===== src/rtl/button_pkg.sv =====
// Shared types and default timing constants for the push-button conditioning block.
// Default cycle counts assume a 27 MHz system clock.
package button_pkg;

  typedef enum logic [1:0] {
    RELEASED,
    PRESSED,
    HELD
  } btn_state_t;

  localparam int DEFAULT_DEBOUNCE_CYCLES = 270000;
  localparam int DEFAULT_LONG_CYCLES     = 13500000;
  localparam int DEFAULT_REPEAT_CYCLES   = 2700000;

  // Counter width able to hold 0..n, never narrower than one bit so a zero count stays legal.
  function automatic int cntWidth(input int n);
    int w;
    w = $clog2(n + 1);
    return (w < 1) ? 1 : w;
  endfunction

endpackage


===== src/rtl/button_channel.sv =====
// One button: two-flop synchronizer, debounce counter, press/long/repeat FSM.
// All outputs are registered and active-high.
module button_channel
  import button_pkg::*;
#(
  parameter int DEBOUNCE_CYCLES = DEFAULT_DEBOUNCE_CYCLES,
  parameter int LONG_CYCLES     = DEFAULT_LONG_CYCLES,
  parameter int REPEAT_CYCLES   = DEFAULT_REPEAT_CYCLES
) (
  input  logic clk,
  input  logic rst,
  input  logic i_btn_n,
  output logic o_level,
  output logic o_press,
  output logic o_release,
  output logic o_long_press,
  output logic o_repeat_pulse
);

  localparam int DBW = cntWidth(DEBOUNCE_CYCLES);
  localparam int HW  = cntWidth(LONG_CYCLES);
  localparam int RW  = cntWidth(REPEAT_CYCLES);

  localparam logic [DBW-1:0] DB_LAST   = DBW'(DEBOUNCE_CYCLES - 1);
  localparam logic [HW-1:0]  HOLD_LAST = HW'(LONG_CYCLES - 1);
  localparam logic [RW-1:0]  REP_LAST  = RW'((REPEAT_CYCLES > 0) ? REPEAT_CYCLES - 1 : 0);

  logic           r_sync1;
  logic           r_sync2;
  logic [DBW-1:0] r_dbCnt;
  logic           r_level;
  logic           r_press;
  logic           r_release;

  btn_state_t     r_state;
  logic [HW-1:0]  r_holdCnt;
  logic [RW-1:0]  r_repCnt;
  logic           r_long;
  logic           r_rep;

  logic w_raw;
  logic w_accept;
  logic w_rise;
  logic w_fall;

  assign w_raw    = ~r_sync2;
  assign w_accept = (w_raw != r_level) && (r_dbCnt == DB_LAST);
  assign w_rise   = w_accept & w_raw;
  assign w_fall   = w_accept & ~w_raw;

  // Synchronizer resets to the unpressed pin level; a level change needs an unbroken run of disagreement.
  always_ff @(posedge clk or posedge rst) begin
    if (rst) begin
      r_sync1   <= 1'b1;
      r_sync2   <= 1'b1;
      r_dbCnt   <= '0;
      r_level   <= 1'b0;
      r_press   <= 1'b0;
      r_release <= 1'b0;
    end else begin
      r_sync1   <= i_btn_n;
      r_sync2   <= r_sync1;
      r_press   <= w_rise;
      r_release <= w_fall;
      if (w_raw == r_level) begin
        r_dbCnt <= '0;
      end else if (w_accept) begin
        r_dbCnt <= '0;
        r_level <= w_raw;
      end else begin
        r_dbCnt <= r_dbCnt + DBW'(1);
      end
    end
  end

  // FSM reacts on the same edge the debounced level changes, so a fall always beats a due long/repeat pulse.
  always_ff @(posedge clk or posedge rst) begin
    if (rst) begin
      r_state   <= RELEASED;
      r_holdCnt <= '0;
      r_repCnt  <= '0;
      r_long    <= 1'b0;
      r_rep     <= 1'b0;
    end else begin
      r_long <= 1'b0;
      r_rep  <= 1'b0;
      unique case (r_state)
        RELEASED: begin
          if (w_rise) begin
            r_state   <= PRESSED;
            r_holdCnt <= '0;
          end
        end
        PRESSED: begin
          if (w_fall) begin
            r_state <= RELEASED;
          end else if (r_holdCnt == HOLD_LAST) begin
            r_long   <= 1'b1;
            r_state  <= HELD;
            r_repCnt <= '0;
          end else begin
            r_holdCnt <= r_holdCnt + HW'(1);
          end
        end
        HELD: begin
          if (w_fall) begin
            r_state <= RELEASED;
          end else if (REPEAT_CYCLES != 0) begin
            if (r_repCnt == REP_LAST) begin
              r_rep    <= 1'b1;
              r_repCnt <= '0;
            end else begin
              r_repCnt <= r_repCnt + RW'(1);
            end
          end
        end
        default: r_state <= RELEASED;
      endcase
    end
  end

  assign o_level        = r_level;
  assign o_press        = r_press;
  assign o_release      = r_release;
  assign o_long_press   = r_long;
  assign o_repeat_pulse = r_rep;

endmodule


===== src/rtl/button_debounce.sv =====
// Conditions N active-low raw button pins into clean levels and press/release/long/repeat pulses.
// Each bit of every port belongs to an independent button_channel.
module button_debounce
  import button_pkg::*;
#(
  parameter int N_BUTTONS       = 2,
  parameter int DEBOUNCE_CYCLES = DEFAULT_DEBOUNCE_CYCLES,
  parameter int LONG_CYCLES     = DEFAULT_LONG_CYCLES,
  parameter int REPEAT_CYCLES   = DEFAULT_REPEAT_CYCLES
) (
  input  logic                 clk,
  input  logic                 rst,
  input  logic [N_BUTTONS-1:0] i_btn_n,
  output logic [N_BUTTONS-1:0] o_level,
  output logic [N_BUTTONS-1:0] o_press,
  output logic [N_BUTTONS-1:0] o_release,
  output logic [N_BUTTONS-1:0] o_long_press,
  output logic [N_BUTTONS-1:0] o_repeat_pulse
);

  if (DEBOUNCE_CYCLES < 1 || LONG_CYCLES < 1) begin : g_badParams
    $error("button_debounce: DEBOUNCE_CYCLES and LONG_CYCLES must be >= 1");
  end

  for (genvar i = 0; i < N_BUTTONS; i++) begin : g_channel
    button_channel #(
      .DEBOUNCE_CYCLES(DEBOUNCE_CYCLES),
      .LONG_CYCLES    (LONG_CYCLES),
      .REPEAT_CYCLES  (REPEAT_CYCLES)
    ) u_channel (
      .clk           (clk),
      .rst           (rst),
      .i_btn_n       (i_btn_n[i]),
      .o_level       (o_level[i]),
      .o_press       (o_press[i]),
      .o_release     (o_release[i]),
      .o_long_press  (o_long_press[i]),
      .o_repeat_pulse(o_repeat_pulse[i])
    );
  end

endmodule

===== config.mk =====
export PLATFORM = sky130hd
export DESIGN_NAME = button_debounce
export DESIGN_NICKNAME = d
export VERILOG_FILES = /design/src/rtl/button_pkg.sv /design/src/rtl/button_channel.sv /design/src/rtl/button_debounce.sv
export SDC_FILE = /design/constraint.sdc
export NUM_CORES = 1
export LEC_CHECK = 0
export CELL_PAD_IN_SITES_DETAIL_PLACEMENT = 1
export CELL_PAD_IN_SITES_GLOBAL_PLACEMENT = 1
export CORE_ASPECT_RATIO = 0.5
export CORE_UTILIZATION = 42
export DETAILED_ROUTE_END_ITERATION = 10
export DONT_BUFFER_PORTS = 1
export GPL_TIMING_DRIVEN = 1
export PLACE_DENSITY_LB_ADDON = 0.12
export SYNTH_ARGS = -nofsm -noshare
export SYNTH_HDL_FRONTEND = slang
export SYNTH_SLANG_ARGS = --single-unit

===== constraint.sdc =====
create_clock -name clk -period 6.8 [get_ports clk]
set_input_delay 1.02 -clock clk [delete_from_list [all_inputs] [get_ports clk]]
set_output_delay 1.02 -clock clk [all_outputs]
set_load 0.01 [all_outputs]

==> metrics.csv, run 1 <==
metric,value,unit
outcome,"finished, final reports clean",
dr.pass1.iters,4,
vias,6483,
placed_cell_area,7970,sq um
p_sw,0.448,mW
grt_setup_unrepaired,false,
cts_num_sinks,148,
min_period,2.91,ns
nNetsFinal,865,
min_to,g_channel[1].u_channel.r_sync2,
start_kind,register,
crit_path_max_fanout,25,
grt_pass1_wl,34000,um
routed_via_density,5.88,
min_path_type,reg2reg,
hold_depth,0,
start_util,44.1,%
syn_area,7860,sq um
setup-tns-final,0,ns
synth_most_common_cell,dfrtp_1,
drc,0,
slew_violations,0,
gp_congestion,0.801,
syn_avg_cell_area,9.03,sq um
crit_path_end_kind,register,
timing.fmax,344,MHz
drtIter0Drc,249,
antenna_left,0,
worstPathRequired,7.09,ns
row_count,34,
setup_violations,0,
cts_tree,built,
io_buffer_count,0,
fin_crit_sh,42.8,%
wirelength,19300,um
worstMarginPinSlew,1.20,ns
synth_common_cells,"144 x dfrtp_1, 91 x nand2_1, 80 x nor2_1",
dp_hpwl,12900,um
clk_latency,0.44,ns
synth_area_leaders,"dfrtp_1 46%, nand2_1 4.3%, nor2_1 3.8%",
antenna_found_initial,0,
reg2reg_slack,3.89,ns
netSwitchingFraction,24.2,%
die_x,195,um
syn-num-nets,880,
synthArstFlopShare,100,%
fillers,2066,
p_int,1.40,mW
worstHoldStart,g_channel[1].u_channel.r_sync1,
io_pins,14,
synth_top_area_share,45.9,%
vdd_drop_max,0.171,mV
cap_violations,0,
drive_above_1_share,7.03,%
clock_path_buffers,2,
ys_types,61,
rr_worst_depth,6,
wl_per_cell,17.5,um
max_slew_margin,20.2,%
synth_area_leader_cell,dfrtp_1,
synthesis.instances,870,
die_h,98.7,um
p_per_area,217,nW/um^2
combPwrFrac,1.5,%
area_delta_synth_final,8.68,%
ys_seq_elements,148,
grt.total_usage,21.9,%
yosysSeqAreaShare,47.2,%
clk_root_buffer_cell,clkbuf_16,
p_seq_share,48.1,%
reg2reg_to,g_channel[0].u_channel.r_holdCnt[11],
antenna_cells,0,
cts_made_buffers,17,
cts-resized-gates,0,
leakage,3.43,nW
path_class,reg2reg,
synth_flop_cell,dfrtp_1,
clockPowerShare,50.4,%
fin_area,8540,sq um
htreeDepth,4,
final_core_utilization,47.9,%
clk_pin_slew,0.07,ns
r2r-start,g_channel[0].u_channel.r_dbCnt[15],
finalClockSkew,0.0107,ns
grt-ovfl-total,0,
post_cts_buffers,0,
finalHoldViolCount,0,
ctsHoldBuffers,0,
yosys_warnings,0,
die_area,19300,sq um
grt_max_degree,93,
grt_pass1_vias,6876,
synth_edf_count,0,
arrival,3.19,ns
core_area,17800,sq um
-- final cells by class --
class | instances | area [sq um] | share of cell area (%)
multi-input cells | 649 | 3800 | 44.5
flip-flops and latches | 148 | 3710 | 43.4
clock buffers | 18 | 429 | 5.03
well taps | 234 | 293 | 3.43
clock inverters | 14 | 140 | 1.64
inverters | 35 | 136 | 1.60
repair buffers | 4 | 30.0 | 0.352
-- critical path: stages, from the launching register on --
cell and delay, ns:
dfrtp_1 0.42, nor4_1 0.41, nand3_1 0.18, or4_1 0.49, a21oi_2 0.91, nand2b_1 0.20
o311ai_0 0.14
-- how the worst max path moves through the flow --
stage	start	endpoint	slack, ns	cells after the start
after floorplan	rst	g_channel[0].u_channel.o_level	1.81	1
after global placement	g_channel[0].u_channel.r_dbCnt[13]	g_channel[0].u_channel.r_holdCnt[2]	4.03	6
after detailed placement	g_channel[0].u_channel.r_dbCnt[0]	g_channel[0].u_channel.r_holdCnt[2]	3.92	7
after CTS	g_channel[0].u_channel.r_dbCnt[15]	g_channel[0].u_channel.r_holdCnt[11]	3.91	6
after global routing	g_channel[0].u_channel.r_dbCnt[0]	g_channel[0].u_channel.r_holdCnt[2]	3.74	7
final	g_channel[0].u_channel.r_dbCnt[15]	g_channel[0].u_channel.r_holdCnt[11]	3.89	6
-- layout by cell type (no fill, tap or decap), types with 6 or more instances in the layout --
| master | count |
|---|---|
| dfrtp_1 | 144 |
| nand2_1 | 91 |
| nor2_1 | 80 |
| o21ai_0 | 59 |
| nand3_1 | 55 |
| a21oi_1 | 45 |
| inv_1 | 33 |
| nor3_1 | 29 |
| nand4_1 | 28 |
| or3_1 | 26 |
| a31oi_1 | 22 |
| xor2_1 | 22 |
| o21ai_1 | 19 |
| and3_1 | 17 |
| clkbuf_16 | 17 |
| xnor2_1 | 15 |
| and4_1 | 13 |
| nor4_1 | 12 |
| a21o_1 | 8 |
| nor2b_1 | 7 |
| or4_1 | 7 |
| inv_6 | 7 |
| a22o_1 | 6 |
| o21a_1 | 6 |
| and2_1 | 6 |
| ha_1 | 6 |
-- registers in the layout, indices dropped and copies added, names as in the netlist --
| name | cells |
|---|---|
| g_channel.u_channel.o_long_press | 2 |
| g_channel.u_channel.r_repCnt | 44 |
| g_channel.u_channel.o_level | 2 |
| g_channel.u_channel.r_sync1 | 2 |
| g_channel.u_channel.o_repeat_pulse | 2 |
| g_channel.u_channel.r_dbCnt | 38 |
| g_channel.u_channel.r_state | 4 |
| g_channel.u_channel.o_release | 2 |
| g_channel.u_channel.o_press | 2 |
| g_channel.u_channel.r_sync2 | 2 |
| g_channel.u_channel.r_holdCnt | 48 |
-- power groups by stage --
stage	Combinational (mW)	Sequential, mW	Clock [mW]
finish	0.0280	0.890	0.932
CTS	0.0301	0.890	0.958
floorplan	0.0213	0.905	0
global placement	0.0296	0.906	0
global route	0.0344	0.890	0.993
detailed placement	0.0299	0.906	0
-- through the flow --
stage                     hold WS [ns]  power, mW  cells  setup slack (ns)
after floorplan                  0.345      0.926    870              1.81
after detailed placement         0.354      0.936   1070              3.92
after global routing             0.368       1.92   1102              3.74
after CTS                        0.365       1.88   1102              3.91
final                            0.365       1.85   1102              3.89
after global placement           0.355      0.935   1070              4.03
-- layer usage --
metal,GRT usage (%),vias to the layer above,part of all wire [%]
li1,-,3124,-
met1,29.3,3283,50
met2,35.7,58,46
met3,4.52,18,2.8
met4,7.15,0,1.3
met5,0,-,0
-- cell families (layout without fill, tap and decap cells) --
kind of cell	count (synthesis)	in the layout	share of synthesized area, %
AO/OA/AOI/OAI	197	197	15.2
XOR/XNOR	37	37	4.12
adder cells (fa/ha/maj)	6	6	0.955
buffers and inverters	73	71	4.54
flip-flops	148	148	47.2
multiplexers	5	5	0.637
AND/OR/NAND/NOR	404	404	27.4
(Power assumes the default switching activity.)
==> run 2: changes to the inputs <==
==> constraint.sdc (replaced) <==
create_clock -name clk -period 2.6 [get_ports clk]
set_input_delay 0.39 -clock clk [delete_from_list [all_inputs] [get_ports clk]]
set_output_delay 0.39 -clock clk [all_outputs]
set_load 0.01 [all_outputs]
==> metrics.csv, run 2 (synthesis results as in run 1) <==
metric,value,unit,change
crit_path_max_fanout,10,,-60%
crit_path_end_kind,register,,
grt_setup_unrepaired,false,,
routed_via_density,5.84,,-0.75%
met3_usage,3.97,%,-0.55 points
antenna_left,0,,unchanged
grt_busiest_layer,met2,,
io_pins,14,,unchanged
cts_tree,built,,
placed_cell_area,8280,sq um,+3.9%
wirelength,20300,um,+5.2%
wl_per_cell,17.9,um,+2.0%
total_power,5.15,mW,+180%
vdd_drop_max,0.445,mV,+160%
top_regs,"g_channel.u_channel.r_holdCnt x48, g_channel.u_channel.r_repCnt x44, g_channel.u_channel.r_dbCnt x38",,
max_slew_margin,51.2,%,+31 points
worstPathRequired,2.94,ns,-4.15 ns
outcome,"finished, final reports clean",,
p_per_area,575,nW/um^2,+170%
use_met2,36.8,%,+1.2 points
grt-ovfl-total,0,,unchanged
leakage,3.67,nW,+6.9%
cap_violations,0,,unchanged
setup-tns-final,0,ns,unchanged
grt_pass1_vias,6940,,+0.93%
grt_pass1_wl,34900,um,+2.6%
r2r-start,g_channel[1].u_channel.r_dbCnt[0],,
core_area,17800,sq um,unchanged
drive_above_1_share,10.5,%,+3.5 points
path_class,reg2reg,,
grt.total_usage,22.5,%,+0.59 points
htreeDepth,4,,unchanged
area_delta_synth_final,14.0,%,
post_cts_buffers,0,,unchanged
fin_area,8960,sq um,+4.9%
min_period,2.42,ns,-0.489 ns
start_kind,register,,
setup.worst_path.start,g_channel[1].u_channel.r_dbCnt[0],,
final_cell_mix,"144 x dfrtp_1, 91 x nand2_1, 80 x nor2_1, 59 x o21ai_0, 55 x nand3_1",,
clk_root_buffer_cell,clkbuf_16,,
grt_max_degree,57,,-39%
io_buffer_count,0,,unchanged
finalClockSkew,0.00785,ns,-0.00284 ns
dr.pass1.iters,7,,+3
clock_path_buffers,2,,unchanged
nNetsFinal,900,,+4.0%
drtIter0Drc,253,,+1.6%
die_x,195,um,unchanged
die_area,19300,sq um,unchanged
gp_congestion,0.801,,about the same
largest-register,g_channel.u_channel.r_holdCnt,,
row_count,34,,unchanged
fillers,2001,,-3.1%
clk_latency,0.42,ns,-0.02 ns
grtUsageMet1,30.3,%,+1.0 points
arrival,2.76,ns,-0.43 ns
worstMarginPinSlew,0.728,ns,-0.469 ns
cts_num_sinks,148,,unchanged
clk_pin_slew,0.06,ns,about the same
final_common_cell,dfrtp_1,,
worstHoldStart,g_channel[1].u_channel.r_sync1,,
slew_violations,0,,unchanged
cts_made_buffers,17,,unchanged
die_h,98.7,um,unchanged
setup_violations,0,,unchanged
fin_crit_sh,93.1,%,+50 points
dp_hpwl,13700,um,+6.0%
start_util,44.1,%,unchanged
drc,0,,unchanged
min_path_type,reg2reg,,
finalHoldViolCount,0,,unchanged
timing.fmax,413,MHz,+20%
antenna_cells,0,,unchanged
largest_reg_flops,48,,unchanged
hold_slack,0.357,ns,-0.00750 ns
antenna_found_initial,0,,unchanged
vias,6639,,+2.4%
[run 2: cell count changes in the layout (fill, tap and decap cells not counted)]
| cell | change |
|---|---|
| inv_8 | -1 |
| and4_2 | +1 |
| nor3_2 | +1 |
| nor3_1 | -1 |
| inv_6 | -6 |
| clkinv_2 | +4 |
| buf_4 | +26 |
| bufinv_16 | +4 |
| dlygate4sd3_1 | +3 |
| clkinv_4 | -1 |
| buf_12 | +6 |
| and4_1 | -1 |
[run 2: path summary, 6_finish.rpt]
kind                                                        end  slack (ns)  cells past startpoint
max in group asynchronous        g_channel[1].u_channel.r_sync2        1.69                      3
hold reg to reg                  g_channel[1].u_channel.r_sync2        0.36                      0
setup reg to reg           g_channel[1].u_channel.r_holdCnt[12]        0.18                      7
hold / removal                   g_channel[1].u_channel.r_sync2        0.36                      0
setup / recovery           g_channel[1].u_channel.r_holdCnt[12]        0.18                      7
min in group asynchronous    g_channel[0].u_channel.r_dbCnt[14]        0.57                      3
[run 2: where the power goes]
| group | total (mW) | switching [mW] | internal [mW] |
|---|---|---|---|
| Clock | 2.73 | 1.03 | 1.70 |
| Combinational | 0.0889 | 0.0659 | 0.0230 |
| Sequential | 2.33 | 0.0121 | 2.32 |
| Total | 5.15 | 1.11 | 4.04 |
[run 2: area by class of cell]
| class | instances | area, sq um | area share (%) |
|---|---|---|---|
| clock buffers | 18 | 429 | 4.79 |
| clock inverters | 14 | 209 | 2.33 |
| inverters | 35 | 135 | 1.51 |
| multi-input cells | 649 | 3810 | 42.5 |
| flip-flops and latches | 148 | 3710 | 41.4 |
| well taps | 234 | 293 | 3.27 |
| repair buffers | 39 | 375 | 4.19 |
[run 2: per-layer routing]
layer / wire, um / share of wire (%)
met5: 0 / 0
met4: 233 / 1.1
met3: 699 / 3.4
met2: 9410 / 46
met1: 9990 / 49
[run 2: critical path, stage by stage, from the launching register on]
cell     delay, ns
dfrtp_1       0.39
ha_1          0.25
and4_1        0.25
nand4_2       0.18
nor4_4        0.40
a21oi_2       0.16
or4_1         0.52
a21oi_1       0.17
[run 2: repair_timing]
| item | 4_1_cts | 5_1_grt |
|---|---|---|
| endpoints found under the hold margin | 75 | 0 |
| resized for setup | 0 | 2 |
| setup endpoints to repair | 0 | 3 |
| hold buffers | 3 | 0 |
[run 2: stage by stage]
stage               worst slack (ns)  util [%]  std cells
floorplan                      0.352         -        870
global placement               0.241      46.5       1102
detailed placement             0.168      46.5       1102
CTS                            0.151      50.2       1137
global route                  0.0265      50.3       1137
finish                         0.181      50.3       1137
==> run 3: changes to the inputs <==
--- a/config.mk
+++ b/config.mk
@@ -8,7 +8,7 @@
 export CELL_PAD_IN_SITES_DETAIL_PLACEMENT = 1
 export CELL_PAD_IN_SITES_GLOBAL_PLACEMENT = 1
 export CORE_ASPECT_RATIO = 0.5
-export CORE_UTILIZATION = 42
+export CORE_UTILIZATION = 45
 export DETAILED_ROUTE_END_ITERATION = 10
 export DONT_BUFFER_PORTS = 1
 export GPL_TIMING_DRIVEN = 1
==> metrics.csv, run 3 (synthesis results as in run 1) <==
metric,value,unit,change
outcome,"finished, final reports clean",,
crit_path_max_fanout,18,,+8
nNetsFinal,891,,-1.0%
path_class,reg2reg,,
row_count,33,,-2.9%
die_h,95.4,um,-3.3%
antenna_left,0,,unchanged
placed_cell_area,8170,sq um,-1.4%
cts_made_buffers,17,,unchanged
cp_cell_sequence,or4b_1 -> nor4_1 -> a21o_1 -> or2_1 -> buf_4 -> o21ai_1 -> a21o_1,,
crit_path_end_kind,register,,
fin_area,8780,sq um,-2.0%
crit_family,simple AND/OR/NAND/NOR gates,,
antenna_cells,0,,unchanged
finalHoldViolCount,0,,unchanged
clock_path_buffers,2,,unchanged
p_int,3.71,mW,-8.2%
finalClockSkew,0.0146,ns,+0.00672 ns
setup_violations,0,,unchanged
rr_worst_depth,7,,unchanged
grt_pass1_vias,6707,,-3.4%
drive_above_1_share,9.51,%,-1.0 points
cp_slowest_stage_delay,0.55,ns,+0.03 ns
p_sw,1.16,mW,+4.8%
hold_depth,0,,unchanged
cp_num_cells,7,,unchanged
max_slew_margin,57.9,%,+6.7 points
slew_violations,0,,unchanged
htreeDepth,4,,unchanged
clockPowerShare,50.5,%,-2.6 points
combPwrFrac,1.8,%,about the same
core_area,16700,sq um,-6.2%
worstMarginPinSlew,0.627,ns,-0.101 ns
clk_root_buffer_cell,clkbuf_16,,
arrival,2.74,ns,-0.02 ns
die_x,189,um,-3.4%
grt-ovfl-total,0,,unchanged
vias,6553,,-1.3%
gp_congestion,0.826,,+3.0%
area_delta_synth_final,11.7,%,
drc,0,,unchanged
dp_hpwl,13200,um,-3.5%
path_buf_inv,1,,+1
path_common_cell,a21o_1,,
dr.pass1.iters,4,,-3
top_regs,"g_channel.u_channel.r_holdCnt x48, g_channel.u_channel.r_repCnt x44, g_channel.u_channel.r_dbCnt x38",,
start_util,47.0,%,+2.9 points
io_pins,14,,unchanged
final_cell_mix,"144 x dfrtp_1, 91 x nand2_1, 80 x nor2_1, 59 x o21ai_0, 55 x nand3_1",,
cap_violations,0,,unchanged
p_seq_share,47.8,%,+2.6 points
grt_pass1_wl,33500,um,-4.1%
grt_setup_unrepaired,false,,
largest-register,g_channel.u_channel.r_holdCnt,,
netSwitchingFraction,23.9,%,+2.3 points
setup-tns-final,0,ns,unchanged
min_period,2.43,ns,+0.00687 ns
leakage,3.58,nW,-2.6%
clk_pin_slew,0.07,ns,about the same
worstPathRequired,2.91,ns,-0.03 ns
largest_reg_flops,48,,unchanged
post_cts_buffers,0,,unchanged
timing.fmax,412,MHz,-0.28%
routed_via_density,5.85,,+0.11%
start_kind,register,,
wirelength,19600,um,-3.4%
final_common_cell,dfrtp_1,,
grt_max_degree,89,,+56%
drtIter0Drc,295,,+17%
vdd_drop_max,0.473,mV,+6.1%
cts_tree,built,,
p_per_area,555,nW/um^2,-3.5%
antenna_found_initial,0,,unchanged
cts_num_sinks,148,,unchanged
fin_crit_sh,93.3,%,+0.26 points
grt.total_usage,23.4,%,+0.91 points
cpMaxStageDelayCell,or4b_1,,
wl_per_cell,17.5,um,-2.0%
die_area,18000,sq um,-6.6%
io_buffer_count,0,,unchanged
min_path_type,reg2reg,,
clk_latency,0.43,ns,about the same
[run 3: cell count changes in the layout (fill, tap and decap cells not counted), moves of 3 or more]
cell       before  now
buf_4          30   24
inv_6           1    7
bufinv_16       5    1
buf_12          6    3
clkinv_2        4    1
[run 3: layout make-up]
type                       instances  area (sq um)
clock buffer                      18           439
fill                            1940          7940
clock inverter                    14           139
sequential                       148          3710
multi-input combinational        649          3800
inverter                          35           135
tap                              227           284
timing repair buffer              30           270
[run 3: worst paths after layout]
| path | slack [ns] | to | start |
|---|---|---|---|
| max in group asynchronous | 1.59 | g_channel[0].u_channel.r_sync1 | rst |
| max | 0.17 | g_channel[1].u_channel.r_repCnt[10] | g_channel[1].u_channel.r_repCnt[5] |
| min | 0.36 | g_channel[1].u_channel.r_sync2 | g_channel[1].u_channel.r_sync1 |
| min reg2reg | 0.36 | g_channel[1].u_channel.r_sync2 | g_channel[1].u_channel.r_sync1 |
| min in group asynchronous | 0.54 | g_channel[0].u_channel.o_press | rst |
| max reg2reg | 0.17 | g_channel[1].u_channel.r_repCnt[10] | g_channel[1].u_channel.r_repCnt[5] |
[run 3: timing repair]
item,4_1_cts,5_1_grt
endpoints found under the setup margin,0,0
resized for setup,0,0
hold endpoints to repair,61,0
hold buffers,3,0
[run 3: layer usage]
metal  up-vias  GRT usage (%)  share of wire, %  routed length, um
met5         -              0                 0                  0
met4         0           7.66               1.3                246
met3        26           3.94               2.2                438
met2        62           38.6                47               9180
met1      3304           31.6                50               9770
li1       3161              -                 -                  -
[run 3: power groups by stage]
| stage | clock, mW | sequential, mW | combinational (mW) |
|---|---|---|---|
| after floorplan | 0 | 2.37 | 0.0561 |
| after global placement | 0 | 2.37 | 0.0839 |
| after detailed placement | 0 | 2.37 | 0.0857 |
| after CTS | 2.53 | 2.33 | 0.0907 |
| after global routing | 2.60 | 2.33 | 0.100 |
| final | 2.46 | 2.33 | 0.0853 |
[run 3: metrics by stage]
stage	util (%)	power, mW	setup slack, ns	hold slack, ns	std cells
floorplan	-	2.42	0.352	0.345	870
global placement	48.9	2.45	0.293	0.347	1086
detailed placement	48.9	2.46	0.221	0.348	1086
CTS	52.5	4.94	0.207	0.358	1121
global route	52.5	5.02	0.0961	0.358	1121
finish	52.5	4.87	0.174	0.356	1121
